`src/rtl/uart_pkg.sv`:
```
// Shared types and helpers for the UART receive path.
package uart_pkg;

  typedef enum logic [2:0] {
    IDLE,
    START,
    DATA,
    PARITY,
    STOP
  } rx_state_t;

  localparam logic [1:0] PAR_NONE = 2'b00;
  localparam logic [1:0] PAR_ODD  = 2'b01;
  localparam logic [1:0] PAR_EVEN = 2'b10;

  // Width of the oversample tick counter.
  function automatic int unsigned cnt_width(input int unsigned oversample);
    return $clog2(oversample);
  endfunction

endpackage

```
`src/rtl/uart_rx_sipo_if.sv`:
```
// Receiver bus: baud/line/config inputs and the captured frame fields for ErrorCheck.
interface uart_rx_sipo_if #(
  parameter int unsigned DATA_BITS = 8
);
  logic                 baud_tick;
  logic                 rx_in;
  logic [1:0]           parity_type;
  logic [DATA_BITS-1:0] raw_data;
  logic                 start_bit;
  logic                 parity_bit;
  logic                 stop_bit;
  logic                 recieved_flag;
  logic                 busy;

  modport master (
    input  baud_tick, rx_in, parity_type,
    output raw_data, start_bit, parity_bit, stop_bit, recieved_flag, busy
  );

  modport slave (
    output baud_tick, rx_in, parity_type,
    input  raw_data, start_bit, parity_bit, stop_bit, recieved_flag, busy
  );
endinterface

```
`src/rtl/uart_rx_sync.sv`:
```
// RX line synchroniser; with RX_MAJORITY_EN defined, bit_c is a 2-of-3 vote
// over the current and two previous baud-tick samples, otherwise it is rx_s.
module uart_rx_sync (
  input  logic clk,
  input  logic reset_n,
`ifdef RX_MAJORITY_EN
  input  logic baud_tick,
`endif
  input  logic rx_in,
  output logic rx_s,
  output logic bit_c
);

  logic meta;

  // Two-flop synchroniser, idle-high after reset.
  always_ff @(posedge clk or posedge reset_n) begin
    if (reset_n) begin
      meta <= 1'b1;
      rx_s <= 1'b1;
    end else begin
      meta <= rx_in;
      rx_s <= meta;
    end
  end

`ifdef RX_MAJORITY_EN
  logic [1:0] hist;

  always_ff @(posedge clk or posedge reset_n) begin
    if (reset_n) begin
      hist <= 2'b11;
    end else if (baud_tick) begin
      hist <= {hist[0], rx_s};
    end
  end

  assign bit_c = (rx_s & hist[0]) | (rx_s & hist[1]) | (hist[0] & hist[1]);
`else
  assign bit_c = rx_s;
`endif

endmodule

```
`src/rtl/uart_rx_sipo.sv`:
```
// UART receive front end: start detection, mid-bit sampling and deserialisation.
// Define RX_MAJORITY_EN for 3-sample majority voting of each bit.
module uart_rx_sipo
  import uart_pkg::*;
#(
  parameter int unsigned DATA_BITS  = 8,
  parameter int unsigned PARITY_EN  = 1,
  parameter int unsigned OVERSAMPLE = 16
) (
  input logic            clk,
  input logic            reset_n,
  uart_rx_sipo_if.master bus
);

  localparam int unsigned CNT_W = cnt_width(OVERSAMPLE);
  localparam int unsigned IDX_W = $clog2(DATA_BITS);
  localparam logic [CNT_W-1:0] MID_START = CNT_W'(OVERSAMPLE / 2 - 1);
  localparam logic [CNT_W-1:0] MID_BIT   = CNT_W'(OVERSAMPLE - 1);
  localparam logic [IDX_W-1:0] LAST_IDX  = IDX_W'(DATA_BITS - 1);

  rx_state_t            state_q, state_d;
  logic [CNT_W-1:0]     cnt_q, cnt_d;
  logic [IDX_W-1:0]     idx_q, idx_d;
  logic [1:0]           ptype_q, ptype_d;
  logic [DATA_BITS-1:0] raw_q, raw_d;
  logic                 start_q, start_d;
  logic                 par_q, par_d;
  logic                 stop_q, stop_d;
  logic                 flag_q, flag_d;
  logic                 busy_q, busy_d;
  logic                 rx_s, bit_c;
  logic                 mid_c, slot_c;

  uart_rx_sync u_sync (
    .clk       (clk),
    .reset_n   (reset_n),
`ifdef RX_MAJORITY_EN
    .baud_tick (bus.baud_tick),
`endif
    .rx_in     (bus.rx_in),
    .rx_s      (rx_s),
    .bit_c     (bit_c)
  );

  assign mid_c  = (state_q == START) ? (cnt_q == MID_START) : (cnt_q == MID_BIT);
  assign slot_c = (PARITY_EN != 0) && ((ptype_q == PAR_ODD) || (ptype_q == PAR_EVEN));

  always_ff @(posedge clk or posedge reset_n) begin
    if (reset_n) begin
      state_q <= IDLE;
      cnt_q   <= '0;
      idx_q   <= '0;
      ptype_q <= PAR_NONE;
      raw_q   <= '0;
      start_q <= 1'b0;
      par_q   <= 1'b0;
      stop_q  <= 1'b1;
      flag_q  <= 1'b0;
      busy_q  <= 1'b0;
    end else begin
      state_q <= state_d;
      cnt_q   <= cnt_d;
      idx_q   <= idx_d;
      ptype_q <= ptype_d;
      raw_q   <= raw_d;
      start_q <= start_d;
      par_q   <= par_d;
      stop_q  <= stop_d;
      flag_q  <= flag_d;
      busy_q  <= busy_d;
    end
  end

  // Next-state and field capture; everything advances only on baud_tick.
  always_comb begin
    state_d = state_q;
    cnt_d   = cnt_q;
    idx_d   = idx_q;
    ptype_d = ptype_q;
    raw_d   = raw_q;
    start_d = start_q;
    par_d   = par_q;
    stop_d  = stop_q;
    flag_d  = 1'b0;

    if (bus.baud_tick) begin
      if (state_q != IDLE) begin
        cnt_d = mid_c ? '0 : cnt_q + CNT_W'(1);
      end
      unique case (state_q)
        IDLE: begin
          if (!rx_s) begin
            state_d = START;
            cnt_d   = '0;
            ptype_d = bus.parity_type;
          end
        end
        START: begin
          // A high sample here is a glitch: drop it without touching the fields.
          if (mid_c) begin
            if (bit_c) begin
              state_d = IDLE;
            end else begin
              start_d = bit_c;
              idx_d   = '0;
              state_d = DATA;
            end
          end
        end
        DATA: begin
          if (mid_c) begin
            raw_d[idx_q] = bit_c;
            idx_d        = idx_q + IDX_W'(1);
            if (idx_q == LAST_IDX) begin
              if (slot_c) begin
                state_d = PARITY;
              end else begin
                par_d   = 1'b0;
                state_d = STOP;
              end
            end
          end
        end
        PARITY: begin
          if (mid_c) begin
            par_d   = bit_c;
            state_d = STOP;
          end
        end
        STOP: begin
          if (mid_c) begin
            stop_d  = bit_c;
            flag_d  = 1'b1;
            state_d = IDLE;
          end
        end
        default: state_d = IDLE;
      endcase
    end

    busy_d = (state_d != IDLE);
  end

  assign bus.raw_data      = raw_q;
  assign bus.start_bit     = start_q;
  assign bus.parity_bit    = par_q;
  assign bus.stop_bit      = stop_q;
  assign bus.recieved_flag = flag_q;
  assign bus.busy          = busy_q;

endmodule

```
`src/flat_wrapper.sv`:
```
// flat-port wrapper written by rule: the top's interface ports become plain ports
module uart_rx_sipo_flat import uart_pkg::*;
#(
  parameter int unsigned DATA_BITS  = 8,
  parameter int unsigned PARITY_EN  = 1,
  parameter int unsigned OVERSAMPLE = 16
)
  (clk, reset_n, bus_baud_tick, bus_rx_in, bus_parity_type, bus_raw_data, bus_start_bit, bus_parity_bit, bus_stop_bit, bus_recieved_flag, bus_busy);
  uart_rx_sipo_if #(.DATA_BITS(DATA_BITS)) bus_i ();
  input logic clk;
  input logic reset_n;
  input wire logic [$bits(bus_i.baud_tick)-1:0] bus_baud_tick;
  input wire logic [$bits(bus_i.rx_in)-1:0] bus_rx_in;
  input wire logic [$bits(bus_i.parity_type)-1:0] bus_parity_type;
  output wire logic [$bits(bus_i.raw_data)-1:0] bus_raw_data;
  output wire logic [$bits(bus_i.start_bit)-1:0] bus_start_bit;
  output wire logic [$bits(bus_i.parity_bit)-1:0] bus_parity_bit;
  output wire logic [$bits(bus_i.stop_bit)-1:0] bus_stop_bit;
  output wire logic [$bits(bus_i.recieved_flag)-1:0] bus_recieved_flag;
  output wire logic [$bits(bus_i.busy)-1:0] bus_busy;
  assign bus_i.baud_tick = bus_baud_tick;
  assign bus_i.rx_in = bus_rx_in;
  assign bus_i.parity_type = bus_parity_type;
  assign bus_raw_data = bus_i.raw_data;
  assign bus_start_bit = bus_i.start_bit;
  assign bus_parity_bit = bus_i.parity_bit;
  assign bus_stop_bit = bus_i.stop_bit;
  assign bus_recieved_flag = bus_i.recieved_flag;
  assign bus_busy = bus_i.busy;
  uart_rx_sipo #(.DATA_BITS(DATA_BITS), .PARITY_EN(PARITY_EN), .OVERSAMPLE(OVERSAMPLE)) u_core (.clk(clk), .reset_n(reset_n), .bus(bus_i));
endmodule
```
`config.mk`:
```
export PLATFORM = sky130hd
export DESIGN_NAME = uart_rx_sipo_flat
export DESIGN_NICKNAME = d
export VERILOG_FILES = /design/src/rtl/uart_pkg.sv /design/src/rtl/uart_rx_sipo_if.sv /design/src/rtl/uart_rx_sync.sv /design/src/rtl/uart_rx_sipo.sv /design/src/flat_wrapper.sv
export SDC_FILE = /design/constraint.sdc
export NUM_CORES = 1
export LEC_CHECK = 0
export CAP_MARGIN = 20
export CORE_MARGIN = 2
export CORE_UTILIZATION = 53
export DETAILED_ROUTE_END_ITERATION = 8
export PLACE_DENSITY_LB_ADDON = 0.3
export SKIP_CTS_REPAIR_TIMING = 1
export SYNTH_ARGS = -nofsm -noshare
export SYNTH_HDL_FRONTEND = slang
export SYNTH_SLANG_ARGS = --single-unit
```
`constraint.sdc`:
```
create_clock -name clk -period 2.3 [get_ports clk]
set_input_delay 0.46 -clock clk [delete_from_list [all_inputs] [get_ports clk]]
set_output_delay 0.46 -clock clk [all_outputs]
set_load 0.05 [all_outputs]
```
==> flow_summary.ini, run 1 <==
[status]
outcome = finished clean

[yosys]
netlist_area_um2 = 1340
ys_ff_latch = 26
synth_edf_count = 0
netlist-cell-type-count = 42
syn_inst = 123
synth_area_leaders = dfrtp_1, mux2_2, dfstp_2
yosysSeqAreaShare = 0.489
synthArstFlopShare = 1.00
synth_ff_type = dfrtp_1
yosysWarnings = 0
synth_fp_nets = 132
synth_top_area_share = 0.430
avgSynthCellArea_um2 = 10.9
yosys.area.top_type = dfrtp_1

[timing]
period_share = 0.931
hold_viol = 0
final.setup.worst_slack_ns = 0.159
worst_slew_pin_slew_ns = 0.516
setup_tns_ns = 0
slew_violations = 0
finalCriticalPeriod_ns = 2.14
fmax_mhz = 467
rsz0062_at_grt = no
slew_headroom = 0.655
skew_ns = 0.00330
setup_viol = 0

[worst_setup_path]
crit_end = bus_stop_bit
reg2reg_to = u_core.bus.raw_data[3]
crit_fanout = 2
cp.required_ns = 1.84
cp.depth = 1
crit_chain = clkdlybuf4s50_1
r2r_slack_ns = 0.34
cp.arrival_ns = 1.68
cp-end-kind = output pin
crit_buf_inv = 1
start_kind = flop
critical-path-top-delay-family = buffers and inverters
critPathMaxStageDelay_ns = 0.80
cp-startpoint = u_core.bus.stop_bit
r2r_cells = 6
cp_slowest_cell = clkdlybuf4s50_1
critical_path_class = reg -> out
r2r_start = u_core.cnt_q[0]

[cts]
cts_buffers = 3
path_clk_slew_ns = 0.14
clk-insertion-delay-late_ns = 0.32
htreeDepth = 1
root_buffer = clkbuf_4
cts_max_path_buffers = 2
cts_sinks = 26
cts_tree = yes

[final_layout]
drive_above_1_share = 0.199
fin_util = 0.654
area_growth_pct = 19.0
nNetsFinal = 151
fin_area_um2 = 1590
multi_input_area_um2 = 624
antenna_cells = 0
nFillCells = 213
regArea_um2 = 654

[die]
num_rows = 18
dieArea_um2 = 2940
coreArea_um2 = 2430
die_x_um = 54.2
initial_core_util = 0.550
die_y_um = 54.2
ioPinCount = 19

[power_and_ir_drop]
ir_worst_vdd_mv = 0.591
p_leak_nw = 0.741
power_density_nw_per_um2 = 856
power_mw = 1.36

[global_routing]
grt_overflow = 0
grt_pass1_vias = 934
grt_max_degree = 18
track_usage = 0.199
antenna_found_initial = 0
grt_pass1_wl_um = 4270

[place]
post-place-ws_ns = 0.196
place_hpwl_um = 1840
portBuffers = 17
globalplace.congestion = 0.926
place_area_um2 = 1540

[drt]
vias = 978
vias_per_cell = 5.72
drt_iter0_drc = 17
wire_per_inst_um = 14.5
totalWireLength_um = 2470
postRouteAntennaNets = 0
drt_pre_antenna_iters = 4
post-route-drc-count = 0

[run]
drv_cap = 0

[min_path]
hp-class = reg -> reg
min_from = u_core.u_sync.meta
cell type report:
class                      count  area share
timing repair buffer          22       0.131
multi-input combinational     85       0.392
inverter                       4     0.00943
clock buffer                   3      0.0142
tap                           30      0.0236
sequential                    26       0.411
clock inverter                 1      0.0189
stage by stage:
step / hold slack [ns] / std cells
floorplan: 0.345 / 123
global placement: 0.350 / 167
detailed placement: 0.352 / 167
CTS: 0.371 / 171
global route: 0.378 / 171
finish: 0.368 / 171
cell usage after synthesis (2+ instances only):
cell type	instances
dfrtp_1	23
mux2_2	11
o21ai_0	8
nand2_1	7
nor3_1	5
a21o_1	4
inv_1	4
nand3_1	4
nand3b_1	4
a22o_1	3
buf_4	3
clkbuf_1	3
dfstp_2	3
ha_1	3
nand4_1	3
nor2_1	3
nor3b_1	3
a21oi_1	2
a31oi_1	2
a32o_1	2
buf_2	2
worst reg2reg max path: stages, from the launching register on:
cell	delay, ns
dfrtp_1	0.43
ha_1	0.26
and4b_1	0.27
and3_2	0.24
nand2_1	0.09
nor3b_1	0.22
mux2_2	0.35
metal layers:
metal | part of all wire | vias up | track usage
met5 | 0 | - | 0
met4 | 0.0049 | 0 | 0.0708
li1 | - | 484 | -
met1 | 0.49 | 472 | 0.298
met2 | 0.47 | 20 | 0.295
met3 | 0.037 | 2 | 0.0246
worst min path at each step:
stage                                endpoint  cells past startpoint  slack (ns)
after floorplan           u_core.u_sync.bit_c                      0        0.35
after global placement    u_core.u_sync.bit_c                      0        0.35
after detailed placement  u_core.u_sync.bit_c                      0        0.35
after CTS                 u_core.u_sync.bit_c                      0        0.37
after global routing      u_core.u_sync.bit_c                      0        0.38
final                     u_core.u_sync.bit_c                      0        0.37
report_power, final:
part	internal, mW	switching, mW	total [mW]
Sequential	0.535	0.0903	0.625
Combinational	0.203	0.216	0.419
Clock	0.176	0.142	0.318
state kept, by name, summed over array words and instances (netlist names):
signal                    cells
u_core.bus.raw_data           8
u_core.cnt_q                  4
u_core.idx_q                  3
u_core.state_q                3
u_core.ptype_q                2
u_core.bus.busy               1
u_core.bus.parity_bit         1
u_core.bus.recieved_flag      1
u_core.bus.stop_bit           1
u_core.u_sync.bit_c           1
u_core.u_sync.meta            1
cells in the final DEF, fill, tap and decap left out, types with 4 or more instances in the layout:
cell type         n
buf_4             5
a21o_1            4
inv_1             4
nand3b_1          4
mux2_2           11
dfrtp_1          23
clkdlybuf4s50_1  17
nor3_1            5
o21ai_0           8
nand2_1           7
nand3_1           4
logic make-up after synthesis:
| family | count (synthesis) | synth area share |
|---|---|---|
| AO/OA/AOI/OAI | 24 | 0.123 |
| XOR/XNOR | 1 | 0.00655 |
| adder cells (fa/ha/maj) | 3 | 0.0281 |
| buffers and inverters | 12 | 0.0440 |
| flip-flops | 26 | 0.489 |
| multiplexers | 13 | 0.109 |
| other | 1 | 0.00280 |
| AND/OR/NAND/NOR | 43 | 0.198 |
(Power assumes the default switching activity.)
==> inputs of run 2 (changes only) <==
Settings changed: CORE_MARGIN 2 to default.
==> flow_summary.ini, run 2 (synthesis results as in run 1) <==
[status]
outcome = finished clean

[final_layout]
antenna_cells = 0
drive_above_1_share = 0.199
instances_no_fill = 169
nNetsFinal = 151
final_common_cell = dfrtp_1
area_growth_pct = 18.8
nFillCells = 170
fin_area_um2 = 1590
fin_util = 0.692
largest_reg_flops = 8
final_cell_mix = dfrtp_1, clkdlybuf4s50_1, mux2_2, o21ai_0, nand2_1

[global_routing]
track_usage = 0.228
grt_overflow = 0
grt_pass1_wl_um = 4480
grt_max_degree = 27
grt_pass1_vias = 998
antenna_found_initial = 0

[power_and_ir_drop]
ir_worst_vdd_mv = 0.654
swShare = 0.336
netSwitchingPower_mw = 0.464
power_mw = 1.38
power_frac_comb = 0.311
p_leak_nw = 0.741
clockPowerShare = 0.234
p_int_mw = 0.915
p_seq_frac = 0.456
power_density_nw_per_um2 = 868

[place]
place_hpwl_um = 1940
dp.cells = 165
portBuffers = 17
place_area_um2 = 1540
globalplace.congestion = 0.907

[die]
initial_core_util = 0.582
die_x_um = 52.2
die_y_um = 52.2
coreArea_um2 = 2300
ioPinCount = 19
num_rows = 17
dieArea_um2 = 2730

[worst_setup_path]
critical-path-top-delay-family = buffers and inverters
cp_slowest_cell = clkdlybuf4s50_1
crit_fanout = 2
cp.required_ns = 1.84
critical_path_class = reg -> out
cp.arrival_ns = 1.68
start_kind = flop
r2r_slack_ns = 0.25
crit_chain = clkdlybuf4s50_1
cp-end-kind = output pin
critPathMaxStageDelay_ns = 0.79
crit_buf_inv = 1

[drt]
vias = 1024
vias_per_cell = 6.06
postRouteAntennaNets = 0
wire_per_inst_um = 15.7
drt_pre_antenna_iters = 4
drt_iter0_drc = 24
post-route-drc-count = 0
totalWireLength_um = 2660

[cts]
root_buffer = clkbuf_4
htreeDepth = 1
path_clk_slew_ns = 0.15
clk-insertion-delay-late_ns = 0.33
cts_buffers = 3
cts_tree = yes
cts_max_path_buffers = 2
cts_sinks = 26

[timing]
period_share = 0.930
rsz0062_at_grt = no
setup_tns_ns = 0
finalCriticalPeriod_ns = 2.14
worst_slew_pin_slew_ns = 0.509
hold_viol = 0
fmax_mhz = 468
skew_ns = 0.00154
setup_viol = 0
slew_violations = 0
slew_headroom = 0.660

[run]
drv_cap = 0

[min_path]
hp-class = reg -> reg
## run 2: cell counts in the layout (fill, tap and decap cells not counted)
No cell type changed its count.
## run 2: worst paths after layout
kind	from	end	cells after the start
setup / recovery	u_core.bus.stop_bit	bus_stop_bit	1
hold / removal	u_core.u_sync.meta	u_core.u_sync.bit_c	0
setup reg to reg	u_core.cnt_q[0]	u_core.bus.raw_data[3]	6
hold reg to reg	u_core.u_sync.meta	u_core.u_sync.bit_c	0
max in group asynchronous	reset_n	u_core.bus.stop_bit	3
min in group asynchronous	reset_n	u_core.bus.recieved_flag	3
## run 2: worst register-to-register path, cell delays in order (launching register included)
cell and delay, ns:
dfrtp_1 0.44, ha_1 0.27, and4b_1 0.27, and3_2 0.24, nand2_1 0.09, nor3b_1 0.27
mux2_2 0.37
## run 2: metrics by stage
| step | setup slack (ns) | hold WS [ns] |
|---|---|---|
| CTS | 0.149 | 0.371 |
| global route | 0.120 | 0.379 |
| finish | 0.162 | 0.371 |
| detailed placement | 0.144 | 0.351 |
| global placement | 0.243 | 0.346 |
| floorplan | 0.483 | 0.345 |
## run 2: layout make-up
class / instances / area, um2 / area share
tap: 28 / 35.0 / 0.0220
sequential: 26 / 654 / 0.412
inverter: 4 / 15.0 / 0.00945
timing repair buffer: 22 / 208 / 0.131
clock inverter: 1 / 30.0 / 0.0189
clock buffer: 3 / 22.5 / 0.0142
multi-input combinational: 85 / 624 / 0.393
## run 2: metal layers
layer	GRT usage	up-vias	share of wire
met3	0.0406	4	0.045
met4	0.0877	0	0.0094
met5	0	-	0
met1	0.302	511	0.46
li1	-	481	-
met2	0.370	28	0.49
## run 2: power groups by stage
stage	Combinational (mW)	Clock (mW)	Sequential, mW
final	0.428	0.322	0.628
after global routing	0.473	0.346	0.643
after CTS	0.427	0.324	0.626
after detailed placement	0.423	0	0.635
after global placement	0.402	0	0.627
after floorplan	0.298	0	0.640
==> inputs of run 3 (changes only) <==
Settings changed: SETUP_SLACK_MARGIN from default to 0.15.
==> flow_summary.ini, run 3 (synthesis results as in run 1) <==
[timing]
setup_viol = 0
slew_violations = 0
hold_viol = 0
worst_slew_pin_slew_ns = 0.510
period_share = 0.885
fmax_mhz = 492
slew_headroom = 0.659
finalCriticalPeriod_ns = 2.03
skew_ns = 0.00175
rsz0062_at_grt = no
hold_ws_ns = 0.372
setup_tns_ns = 0

[min_path]
min_to = u_core.u_sync.bit_c
min_path_cells = 0
hp-class = reg -> reg
min_from = u_core.u_sync.meta

[die]
ioPinCount = 19
coreArea_um2 = 2300
dieArea_um2 = 2730
num_rows = 17
die_y_um = 52.2
initial_core_util = 0.582
die_x_um = 52.2

[drt]
vias = 1017
post-route-drc-count = 0
totalWireLength_um = 2670
drt_iter0_drc = 18
postRouteAntennaNets = 0
vias_per_cell = 6.02
wire_per_inst_um = 15.8
drt_pre_antenna_iters = 4

[cts]
root_buffer = clkbuf_4
clk-insertion-delay-late_ns = 0.33
htreeDepth = 1
cts_buffers = 3
cts_sinks = 26
cts_tree = yes
cts_max_path_buffers = 2
path_clk_slew_ns = 0.15

[power_and_ir_drop]
netSwitchingPower_mw = 0.464
swShare = 0.336
p_seq_frac = 0.455
power_density_nw_per_um2 = 864
p_leak_nw = 0.758
power_frac_comb = 0.312
ir_worst_vdd_mv = 0.716
clockPowerShare = 0.233
p_int_mw = 0.918

[place]
portBuffers = 17
dp.cells = 165
globalplace.congestion = 0.907
place_hpwl_um = 1940

[worst_setup_path]
start_kind = flop
crit_fanout = 6
r2r_slack_ns = 0.27
cp.required_ns = 2.53
cp.arrival_ns = 2.27
r2r_cells = 6
cp-end-kind = flop
reg2reg_to = u_core.bus.raw_data[3]
critical_path_class = reg -> reg
r2r_start = u_core.cnt_q[0]

[final_layout]
nNetsFinal = 151
final_cell_mix = dfrtp_1, clkdlybuf4s50_1, mux2_2, o21ai_0, nand2_1
instances_no_fill = 169
drive_above_1_share = 0.213
antenna_cells = 0
final_common_cell = dfrtp_1
largest_reg_flops = 8
area_growth_pct = 19.6

[global_routing]
grt_max_degree = 27
grt_overflow = 0
grt_pass1_wl_um = 4480
track_usage = 0.228
antenna_found_initial = 0
grt_pass1_vias = 998

[run]
drv_cap = 0

[status]
outcome = finished clean
==> run 3: changes by cell type in the layout (fill, tap and decap cells not counted), sizes merged <==
cell	before	now
clkdlybuf4s50	17	16
dlymetal6s2s	0	1
==> run 3: how the worst max path moves through the flow <==
stage                                   start  slack [ns]                      to  cells after the start
after global routing          u_core.cnt_q[1]        0.18  u_core.bus.raw_data[3]                      6
after global placement          bus_baud_tick        0.24  u_core.bus.raw_data[5]                      5
after CTS                 u_core.bus.stop_bit        0.15            bus_stop_bit                      1
after detailed placement        bus_baud_tick        0.14  u_core.bus.raw_data[3]                      5
final                         u_core.cnt_q[0]        0.27  u_core.bus.raw_data[3]                      6
after floorplan               u_core.cnt_q[0]        0.48  u_core.bus.raw_data[2]                      6
==> run 3: per-layer routing <==
metal / track usage / vias up / share of wire
met2: 0.370 / 31 / 0.50
met3: 0.0406 / 4 / 0.051
met5: 0 / - / 0
li1: - / 485 / -
met1: 0.302 / 497 / 0.44
met4: 0.0877 / 0 / 0.0090
==> run 3: power by group through the flow <==
stage	registers, mW	logic, mW	clock network [mW]
after floorplan	0.640	0.298	0
after global placement	0.627	0.402	0
after detailed placement	0.635	0.423	0
after CTS	0.626	0.427	0.324
after global routing	0.644	0.475	0.344
final	0.628	0.431	0.322
==> run 3: stage by stage <==
| step | total power, mW | worst slack (ns) | area (um2) | util |
|---|---|---|---|---|
| 5_1_grt | 1.46 | 0.176 | 1600 | 0.696 |
| 3_5_place_dp | 1.06 | 0.144 | 1540 | 0.669 |
| 6_report | 1.38 | 0.265 | 1600 | 0.696 |
| 2_1_floorplan | 0.938 | 0.483 | 1340 | - |
| 4_1_cts | 1.38 | 0.149 | 1590 | 0.692 |
| 3_3_place_gp | 1.03 | 0.243 | 1540 | 0.669 |
==> run 3: cell type report <==
type	count	area [um2]
well taps	28	35.0
clock inverters	1	30.0
multi-input cells	85	632
inverters	4	15.0
repair buffers	22	210
clock buffers	3	22.5
fillers	169	698
flip-flops and latches	26	654
==> run 3: worst max-delay path, cell delays in order, from the launching register on <==
cell     delay (ns)
dfrtp_1        0.44
ha_2           0.25
and4b_1        0.25
and3_2         0.24
nand2_1        0.10
nor3b_1        0.28
mux2_2         0.38
